[src/rtl/trap_sequencer.sv]
// Machine-mode trap sequencer for the single-issue RV32I core: sequences reset,
// trap entry, MRET return and WFI sleep, and drives PC select, flush and CSR strobes.
module trap_sequencer (
    input  logic        clk_in,
    input  logic        rst_in,
    input  logic        stall_in,
    input  logic        illegal_instr_in,
    input  logic        misaligned_load_in,
    input  logic        misaligned_store_in,
    input  logic        misaligned_instr_in,
    input  logic [4:0]  opcode_6_to_2_in,
    input  logic [2:0]  funct3_in,
    input  logic [11:0] funct12_in,
    input  logic        mie_in,
    input  logic        meie_in,
    input  logic        mtie_in,
    input  logic        msie_in,
    input  logic        meip_in,
    input  logic        mtip_in,
    input  logic        msip_in,
    output logic [1:0]  pc_src_out,
    output logic        flush_out,
    output logic        trap_taken_out,
    output logic        set_epc_out,
    output logic        set_cause_out,
    output logic        i_or_e_out,
    output logic [3:0]  cause_out,
    output logic        mie_clear_out,
    output logic        mie_set_out,
    output logic        instret_inc_out,
    output logic        halt_out,
    output logic [2:0]  dbg_state
);

    typedef enum logic [2:0] {
        ST_RESET       = 3'd0,
        ST_OPERATING   = 3'd1,
        ST_TRAP_TAKEN  = 3'd2,
        ST_TRAP_RETURN = 3'd3,
        ST_WFI         = 3'd4
    } state_t;

    localparam logic [1:0] PC_BOOT  = 2'b00;
    localparam logic [1:0] PC_MTVEC = 2'b01;
    localparam logic [1:0] PC_MEPC  = 2'b10;
    localparam logic [1:0] PC_NEXT  = 2'b11;

    localparam logic [3:0] CAUSE_MISALIGNED_INSTR = 4'd0;
    localparam logic [3:0] CAUSE_ILLEGAL          = 4'd2;
    localparam logic [3:0] CAUSE_EBREAK           = 4'd3;
    localparam logic [3:0] CAUSE_MISALIGNED_LOAD  = 4'd4;
    localparam logic [3:0] CAUSE_MISALIGNED_STORE = 4'd6;
    localparam logic [3:0] CAUSE_ECALL            = 4'd11;
    localparam logic [3:0] CAUSE_MSI              = 4'd3;
    localparam logic [3:0] CAUSE_MTI              = 4'd7;
    localparam logic [3:0] CAUSE_MEI              = 4'd11;

    localparam logic [4:0]  OPC_SYSTEM  = 5'b11100;
    localparam logic [11:0] F12_ECALL   = 12'h000;
    localparam logic [11:0] F12_EBREAK  = 12'h001;
    localparam logic [11:0] F12_MRET    = 12'h302;
    localparam logic [11:0] F12_WFI     = 12'h105;

    state_t     state;
    logic [3:0] cause;
    logic       i_or_e;

    logic       is_system;
    logic       is_ecall;
    logic       is_ebreak;
    logic       is_mret;
    logic       is_wfi;
    logic       exc_present;
    logic [3:0] exc_cause;
    logic       irq_mei;
    logic       irq_msi;
    logic       irq_mti;
    logic       irq_any;
    logic [3:0] irq_cause;
    logic       irq_take;

    assign is_system = (opcode_6_to_2_in == OPC_SYSTEM) && (funct3_in == 3'b000);
    assign is_ecall  = is_system && (funct12_in == F12_ECALL);
    assign is_ebreak = is_system && (funct12_in == F12_EBREAK);
    assign is_mret   = is_system && (funct12_in == F12_MRET);
    assign is_wfi    = is_system && (funct12_in == F12_WFI);

    assign exc_present = misaligned_instr_in | illegal_instr_in | is_ebreak |
                         is_ecall | misaligned_load_in | misaligned_store_in;

    always_comb begin
        exc_cause = CAUSE_MISALIGNED_STORE;
        if (misaligned_instr_in)     exc_cause = CAUSE_MISALIGNED_INSTR;
        else if (illegal_instr_in)   exc_cause = CAUSE_ILLEGAL;
        else if (is_ebreak)          exc_cause = CAUSE_EBREAK;
        else if (is_ecall)           exc_cause = CAUSE_ECALL;
        else if (misaligned_load_in) exc_cause = CAUSE_MISALIGNED_LOAD;
    end

    assign irq_mei = meip_in & meie_in;
    assign irq_msi = msip_in & msie_in;
    assign irq_mti = mtip_in & mtie_in;
    assign irq_any = irq_mei | irq_msi | irq_mti;

    always_comb begin
        irq_cause = CAUSE_MTI;
        if (irq_mei)      irq_cause = CAUSE_MEI;
        else if (irq_msi) irq_cause = CAUSE_MSI;
    end

    // An exception always masks a simultaneous interrupt; the interrupt stays
    // pending and is picked up on the next unstalled OPERATING cycle.
    assign irq_take = ~exc_present & mie_in & irq_any;

    // stall_in acts as a "not ready" from the memory side: OPERATING and the
    // trap/return states only advance on a cycle where stall_in is low, and the
    // CSR strobes fire on that same cycle. WFI ignores the stall entirely.
    always_ff @(posedge clk_in) begin
        if (rst_in) begin
            state  <= ST_RESET;
            cause  <= 4'd0;
            i_or_e <= 1'b0;
        end else begin
            case (state)
                ST_RESET: state <= ST_OPERATING;
                ST_OPERATING: begin
                    if (!stall_in) begin
                        if (exc_present) begin
                            state  <= ST_TRAP_TAKEN;
                            cause  <= exc_cause;
                            i_or_e <= 1'b0;
                        end else if (irq_take) begin
                            state  <= ST_TRAP_TAKEN;
                            cause  <= irq_cause;
                            i_or_e <= 1'b1;
                        end else if (is_mret) begin
                            state <= ST_TRAP_RETURN;
                        end else if (is_wfi) begin
                            state <= ST_WFI;
                        end
                    end
                end
                ST_TRAP_TAKEN: begin
                    if (!stall_in) state <= ST_OPERATING;
                end
                ST_TRAP_RETURN: begin
                    if (!stall_in) state <= ST_OPERATING;
                end
                ST_WFI: begin
                    // Wake ignores mstatus.MIE; MIE only decides trap vs resume.
                    if (irq_any) begin
                        if (mie_in) begin
                            state  <= ST_TRAP_TAKEN;
                            cause  <= irq_cause;
                            i_or_e <= 1'b1;
                        end else begin
                            state <= ST_OPERATING;
                        end
                    end
                end
                default: state <= ST_RESET;
            endcase
        end
    end

    always_comb begin
        pc_src_out      = PC_NEXT;
        flush_out       = 1'b0;
        trap_taken_out  = 1'b0;
        set_epc_out     = 1'b0;
        set_cause_out   = 1'b0;
        mie_clear_out   = 1'b0;
        mie_set_out     = 1'b0;
        instret_inc_out = 1'b0;
        halt_out        = 1'b0;
        case (state)
            ST_RESET: begin
                pc_src_out = PC_BOOT;
                flush_out  = 1'b1;
            end
            ST_OPERATING: begin
                instret_inc_out = ~stall_in & ~exc_present & ~irq_take;
            end
            ST_TRAP_TAKEN: begin
                pc_src_out     = PC_MTVEC;
                flush_out      = 1'b1;
                trap_taken_out = 1'b1;
                set_epc_out    = ~stall_in;
                set_cause_out  = ~stall_in;
                mie_clear_out  = ~stall_in;
            end
            ST_TRAP_RETURN: begin
                pc_src_out  = PC_MEPC;
                flush_out   = 1'b1;
                mie_set_out = ~stall_in;
            end
            ST_WFI: begin
                halt_out = 1'b1;
            end
            default: begin
                pc_src_out = PC_BOOT;
                flush_out  = 1'b1;
            end
        endcase
    end

    assign cause_out  = cause;
    assign i_or_e_out = i_or_e;
    assign dbg_state  = state;

endmodule
[config.mk]
export PLATFORM = sky130hd
export DESIGN_NAME = trap_sequencer
export DESIGN_NICKNAME = d
export VERILOG_FILES = /design/src/rtl/trap_sequencer.sv
export SDC_FILE = /design/constraint.sdc
export NUM_CORES = 1
export LEC_CHECK = 0
export CAP_MARGIN = 20
export CORE_ASPECT_RATIO = 1.5
export CORE_MARGIN = 2
export CORE_UTILIZATION = 30
export CTS_CLUSTER_DIAMETER = 60
export DETAILED_ROUTE_END_ITERATION = 10
export PLACE_DENSITY_LB_ADDON = 0.12
export SETUP_SLACK_MARGIN = 0.05
export SLEW_MARGIN = 15
export SYNTH_ARGS = -nofsm -noshare
export SYNTH_HDL_FRONTEND = slang
export SYNTH_SLANG_ARGS = --single-unit
[constraint.sdc]
create_clock -name clk_in -period 5.25 [get_ports clk_in]
set_input_delay 1.05 -clock clk_in [delete_from_list [all_inputs] [get_ports clk_in]]
set_output_delay 1.05 -clock clk_in [all_outputs]
set_load 0.01 [all_outputs]
# ---- Word level (Yosys, flattened, before mapping)
# Index checks and enable logic that the tools add are counted.
dict set report totals {
  register_bits 8
  latchBits 0
  ramBits 0
  romBits 0
  mem_count 0
}
dict set report op_classes {
  addsub 0
  n_mul 0
  n_div 0
  order_cmp 0
  eq_ne 14
  n_shift 0
  n_mux 35
  bitwise_logic 17
  reduce_logical 13
}
# operator n
set op_table {}
lappend op_table {{$mux 4} 10}
lappend op_table {{$mux 3} 8}
lappend op_table {{$eq 12x1->1 const B} 1}
lappend op_table {{$eq 12x10->1 const B} 1}
lappend op_table {{$eq 12x9->1 const B} 1}
lappend op_table {{$logic_not 12->1} 1}
lappend op_table {{$pmux 3 s4} 1}
lappend op_table {{$mux 1} 11}
lappend op_table {{$ne 2x2->1 const B} 4}
lappend op_table {{$pmux 4 s2} 1}
lappend op_table {{$and 1x1->1} 7}
lappend op_table {{$or 1x1->1} 7}
lappend op_table {{$eq 3x2->1 const B} 2}
lappend op_table {{$logic_not 3->1} 2}
lappend op_table {{$pmux 2 s3} 1}
lappend op_table {{$eq 5x5->1 const B} 1}
lappend op_table {{$logic_and 1x1->1} 5}
lappend op_table {{$ne 5x5->1 const B} 1}
lappend op_table {{$reduce_and 5->1} 1}
lappend op_table {{$mux 2} 2}
lappend op_table {{$reduce_and 4->1} 1}
lappend op_table {{$reduce_or 2->1} 2}
lappend op_table {{$eq 3x1->1 const B} 1}
lappend op_table {{$eq 3x3->1 const B} 1}
lappend op_table {{other kinds (4)} 6}

# ---- Depth between registers and ports, before layout
# Gate-level depths: netlist of run 1.
dict set report logic_depth {
  ltp_word 14
  depth_mapped 8
  mapped_depth_nobuf 7
}

# ---- Worst setup path after synthesis of run 1
# No wires, ideal clock.
dict set report synth_path {
  kind {in2out}
  startpoint {input meip_in}
  endpoint {output instret_inc_out}
  arrival_time_ns 2.010
  t_required_ns 4.200
  path_slack_ns 2.190
  path_stages 4
  path_cell_list {a222oi_1 > or2b_2 > nand2_1 > nor3_1}
}
dict set report synth_via {
  elab_chain_len 7
}
# item line_no
set synth_lines {}
lappend synth_lines {{from (decl)} 18} ;# input logic meip_in,
lappend synth_lines {{$and 1x1->1} 100} ;# assign irq_mei = meip_in & meie_in;
lappend synth_lines {{$or 1x1->1 (2 in a row)} 103} ;# assign irq_any = irq_mei | irq_msi | irq_mti;
lappend synth_lines {{$and 1x1->1} 113} ;# assign irq_take = ~exc_present & mie_in & irq_any;
lappend synth_lines {{$not 1->1} 182} ;# instret_inc_out = ~stall_in & ~exc_present & ~irq_take;
lappend synth_lines {{$and 1x1->1} 182}
lappend synth_lines {{$mux 1} 176} ;# case (state)
lappend synth_lines {{to (decl)} 30} ;# output logic instret_inc_out,
# No other way between the ends.

# ---- Worst setup path in the final report of run 1
# Ends and elaborated chain as after synthesis.

==> results of run 1 <==
==> state kept, by name (all words and copies together), names as in the netlist <==
register    cells
i_or_e_out      1
cause_out       4
dbg_state       3
==> logic make-up (layout without fill, tap and decap cells) <==
| family | after synthesis | in the layout | share of synthesized area |
|---|---|---|---|
| simple gates | 45 | 45 | 0.4297 |
| buf+inv | 8 | 58 | 0.06115 |
| mux | 1 | 1 | 0.01322 |
| compound gates | 29 | 29 | 0.2843 |
| flops | 8 | 8 | 0.2116 |
==> routing by layer <==
layer | vias to the layer above | GRT usage | share of wire
li1 | 458 | - | -
met1 | 417 | 0.1750 | 0.40
met2 | 46 | 0.2732 | 0.51
met3 | 4 | 0.04670 | 0.075
met4 | 0 | 0.08824 | 0.012
met5 | - | 0 | 0
==> per-stage QoR <==
step	instance area, um2	utilization
CTS	1291	0.5331
floorplan	757.0	-
global placement	1269	0.5238
global route	1291	0.5331
detailed placement	1269	0.5238
finish	1291	0.5331
==> critical path: cells and delay by family <==
kind                   cells  cell delay [ns]
buffers and inverters      2             1.02
AOI/OAI and AO/OA          1             0.53
and+or+nand+nor            3             0.43
==> power breakdown <==
part / internal (W) / switching [W] / total, W
combinational: 0.0000518 / 0.0000348 / 0.0000866
clock: 0.0000262 / 0.0000208 / 0.0000470
sequential: 0.0000653 / 0.00000495 / 0.0000703
total: 0.000143 / 0.0000606 / 0.000204
==> layout make-up <==
type / instances / area (um2) / area share
Clock buffer: 3 / 22.52 / 0.01744
Inverter: 4 / 17.52 / 0.01357
Multi-Input combinational cell: 75 / 550.5 / 0.4264
Sequential cell: 8 / 160.2 / 0.1240
Tap cell: 24 / 30.03 / 0.02326
Timing Repair Buffer: 51 / 510.5 / 0.3953
==> cell usage in the layout (no fill, tap or decap), types with 3 or more instances in the layout <==
cell             netlist  final
clkbuf_4               0      3
inv_1                  3      3
dfxtp_1                8      8
nand3_1                3      3
o21ai_0                7      7
nand2b_1               5      5
clkdlybuf4s50_1        0     51
nor2_1                 9      9
nand2_1                4      4
a21oi_1                4      4
nor3_1                 7      7
==> synth_stat cells, drive strengths merged <==
cell	number	area, um2
nand2b	5	31.28
and2b	1	7.510
nand3	3	15.01
a22oi	1	7.510
dfxtp	8	160.2
nor2b	1	6.260
or2b	1	8.760
a311oi	1	8.760
nor2	9	33.78
or4	2	18.77
a41o	1	10.01
a222oi	1	10.01
a41oi	1	8.760
a21oi	5	28.78
and4bb	1	12.51
o21a	2	16.27
o21bai	1	7.510
and4	1	8.760
a21o	2	15.01
nand3b	2	15.01
nor3b	1	7.510
a211o	1	8.760
nand2	4	15.01
inv	4	17.52
nor3	7	35.03
nor4bb	1	25.02
nand4	3	33.78
mux2i	1	10.01
o21ai	7	35.03
a31oi	1	6.260
o31ai	1	12.51
a211oi	1	7.510
clkbuf	1	3.750
a221oi	2	17.52
nor4	2	27.53
nor4b	1	23.77
clkdlybuf4s18	1	10.01
buf	2	15.01
a2111oi	1	15.01
==> worst max-delay path by stage <==
stage                 start         endpoint  slack, ns  cells past startpoint
finish              meip_in  instret_inc_out       1.17                      6
global route        meip_in  instret_inc_out       1.02                      6
CTS                 meip_in  instret_inc_out       1.19                      6
detailed placement  meip_in  instret_inc_out       1.19                      6
global placement    meip_in  instret_inc_out       1.21                      6
floorplan           meip_in  instret_inc_out       2.19                      4
==> flow_summary_export.csv, run 1 <==
group,metric,value,unit
synth,ys_seq_area_frac,0.2116,
synth,syn_area,757.0,um2
timing,fin_ws,1.172,ns
setup_path,worst_setup_path_start_kind,"input pin",
finish,final_nets,177,
synth,synthCells,91,
timing,whs,0.4650,ns
route,firstDrtPassIters,6,
cts,cts_buffer_depth,2,
timing,max_clock_freq,245.2,MHz
timing,period_minus_slack,4.078,ns
floorplanning,dieArea,2949,um2
synth,syn_avg_cell_area,8.318,um2
timing,rsz0062_at_grt,"no",
setup_path,r2r_cells,5,
setup_path,slowest_delay,0.56,ns
run_status,status,"finished, final reports clean",
pwr,power_density,157.9,nW/um2
min_path,hold_end,"i_or_e_out",
finish,diodes,0,
route,routedWlPerCell,13.15,um
flow_run,max-cap-violations,0,
setup_path,r2r_start,"dbg_state[0]",
placement,dpl.hpwl,1.870,mm
synth,syn-num-nets,125,
setup_path,path_cells,"clkdlybuf4s50_1 -> a222oi_1 -> or2b_2 -> nand2_1 -> nor3_1 -> clkdlybuf4s50_1",
min_path,holdCritStartpoint,"i_or_e_out",
cts,cts_tree,"yes",
floorplanning,die_w,45.02,um
timing,fin_tns_setup,0,ns
timing,worst_pin_slew,0.5955,ns
synth,yosys_warnings,0,
pwr,leakagePower,0.4541,nW
finish,syn2layout_area_growth,70.58,%
floorplanning,dieHeight,65.52,um
setup_path,reg2reg_slack,3.38,ns
global_routing,grt_pass1_vias,889,
route,drc,0,
placement,placement.io_buffers,51,
setup_path,cp.required,4.20,ns
cts,clk_pin_slew,0.06,ns
setup_path,worstPathMaxFanout,5,
route,first_iter_violations,34,
route,vias,925,
synth,synth.ff_latch_count,8,
cts,postCtsHoldBufs,0,
setup_path,critPathArrivalTime,3.03,ns
global_routing,grt_antenna_before_repair,0,
cts,cts_buffers,3,
floorplanning,rows,22,
global_routing,grt_pass1_wl,3.615,mm
timing,hold_violations,0,
synth,yosysUniqueCellTypes,45,
global_routing,overflow,0,
route,antenna_left,0,
timing,relSlewSlack,0.5999,
cts,cts-root-buf,"clkbuf_4",
timing,fin_crit_sh,0.7768,
finish,instances_no_fill,165,
cts,htreeDepth,1,
setup_path,cp_common_cell,"clkdlybuf4s50_1",
setup_path,crit_type,"input pin to output pin",
cts,clk_latency,0.25,ns
global_routing,grtUsageTotal,0.1624,
min_path,hold_class,"flop to flop",
global_routing,grt_max_degree,11,
pwr,total_power,0.0002038,W
timing,setup_violations,0,
floorplanning,start_util,0.3125,
cts,ctsResizeCount,0,
min_path,whs_path_depth,1,
floorplanning,fp.coreArea,2422,um2
setup_path,timing.rr.end,"cause_out[0]",
placement,place_congestion,0.8867,
placement,pre_cts_ws,1.193,ns
setup_path,crit_path_top_delay_cell,"clkdlybuf4s50_1",
floorplanning,ios,52,
placement,dp_cells,162,
finish,num-fill-cells,243,
cts,cts_post_setup_buffers_inserted,0,
pwr,ir_worst_vdd,50.70,uV
timing,skew,0.005676,ns
setup_path,end_kind,"output pin",
route,wl,2.169,mm
cts,clock_sink_count,8,
timing,drv_slew,0,
route,viasPerCell,5.606,
finish,layout-drive-gt1-share,0.1064,
Power figures use the tool's default switching activity.
==> inputs of run 2 (changes only) <==
==> constraint.sdc (replaced) <==
create_clock -name clk_in -period 4.2 [get_ports clk_in]
set_input_delay 0.84 -clock clk_in [delete_from_list [all_inputs] [get_ports clk_in]]
set_output_delay 0.84 -clock clk_in [all_outputs]
set_load 0.01 [all_outputs]
==> results of run 2 <==
Same layout as run 1 (identical final DEF). Status: finished, final reports clean.
Main changes from that run: setup slack after placement 1.193 ns -> 0.5634 ns; setup slack after layout 1.172 ns -> 0.5417 ns; register-to-register setup slack 3.38 ns -> 2.33 ns; total power 0.0002038 W -> 0.0002548 W; worst IR drop on VDD 50.70 uV -> 63.37 uV
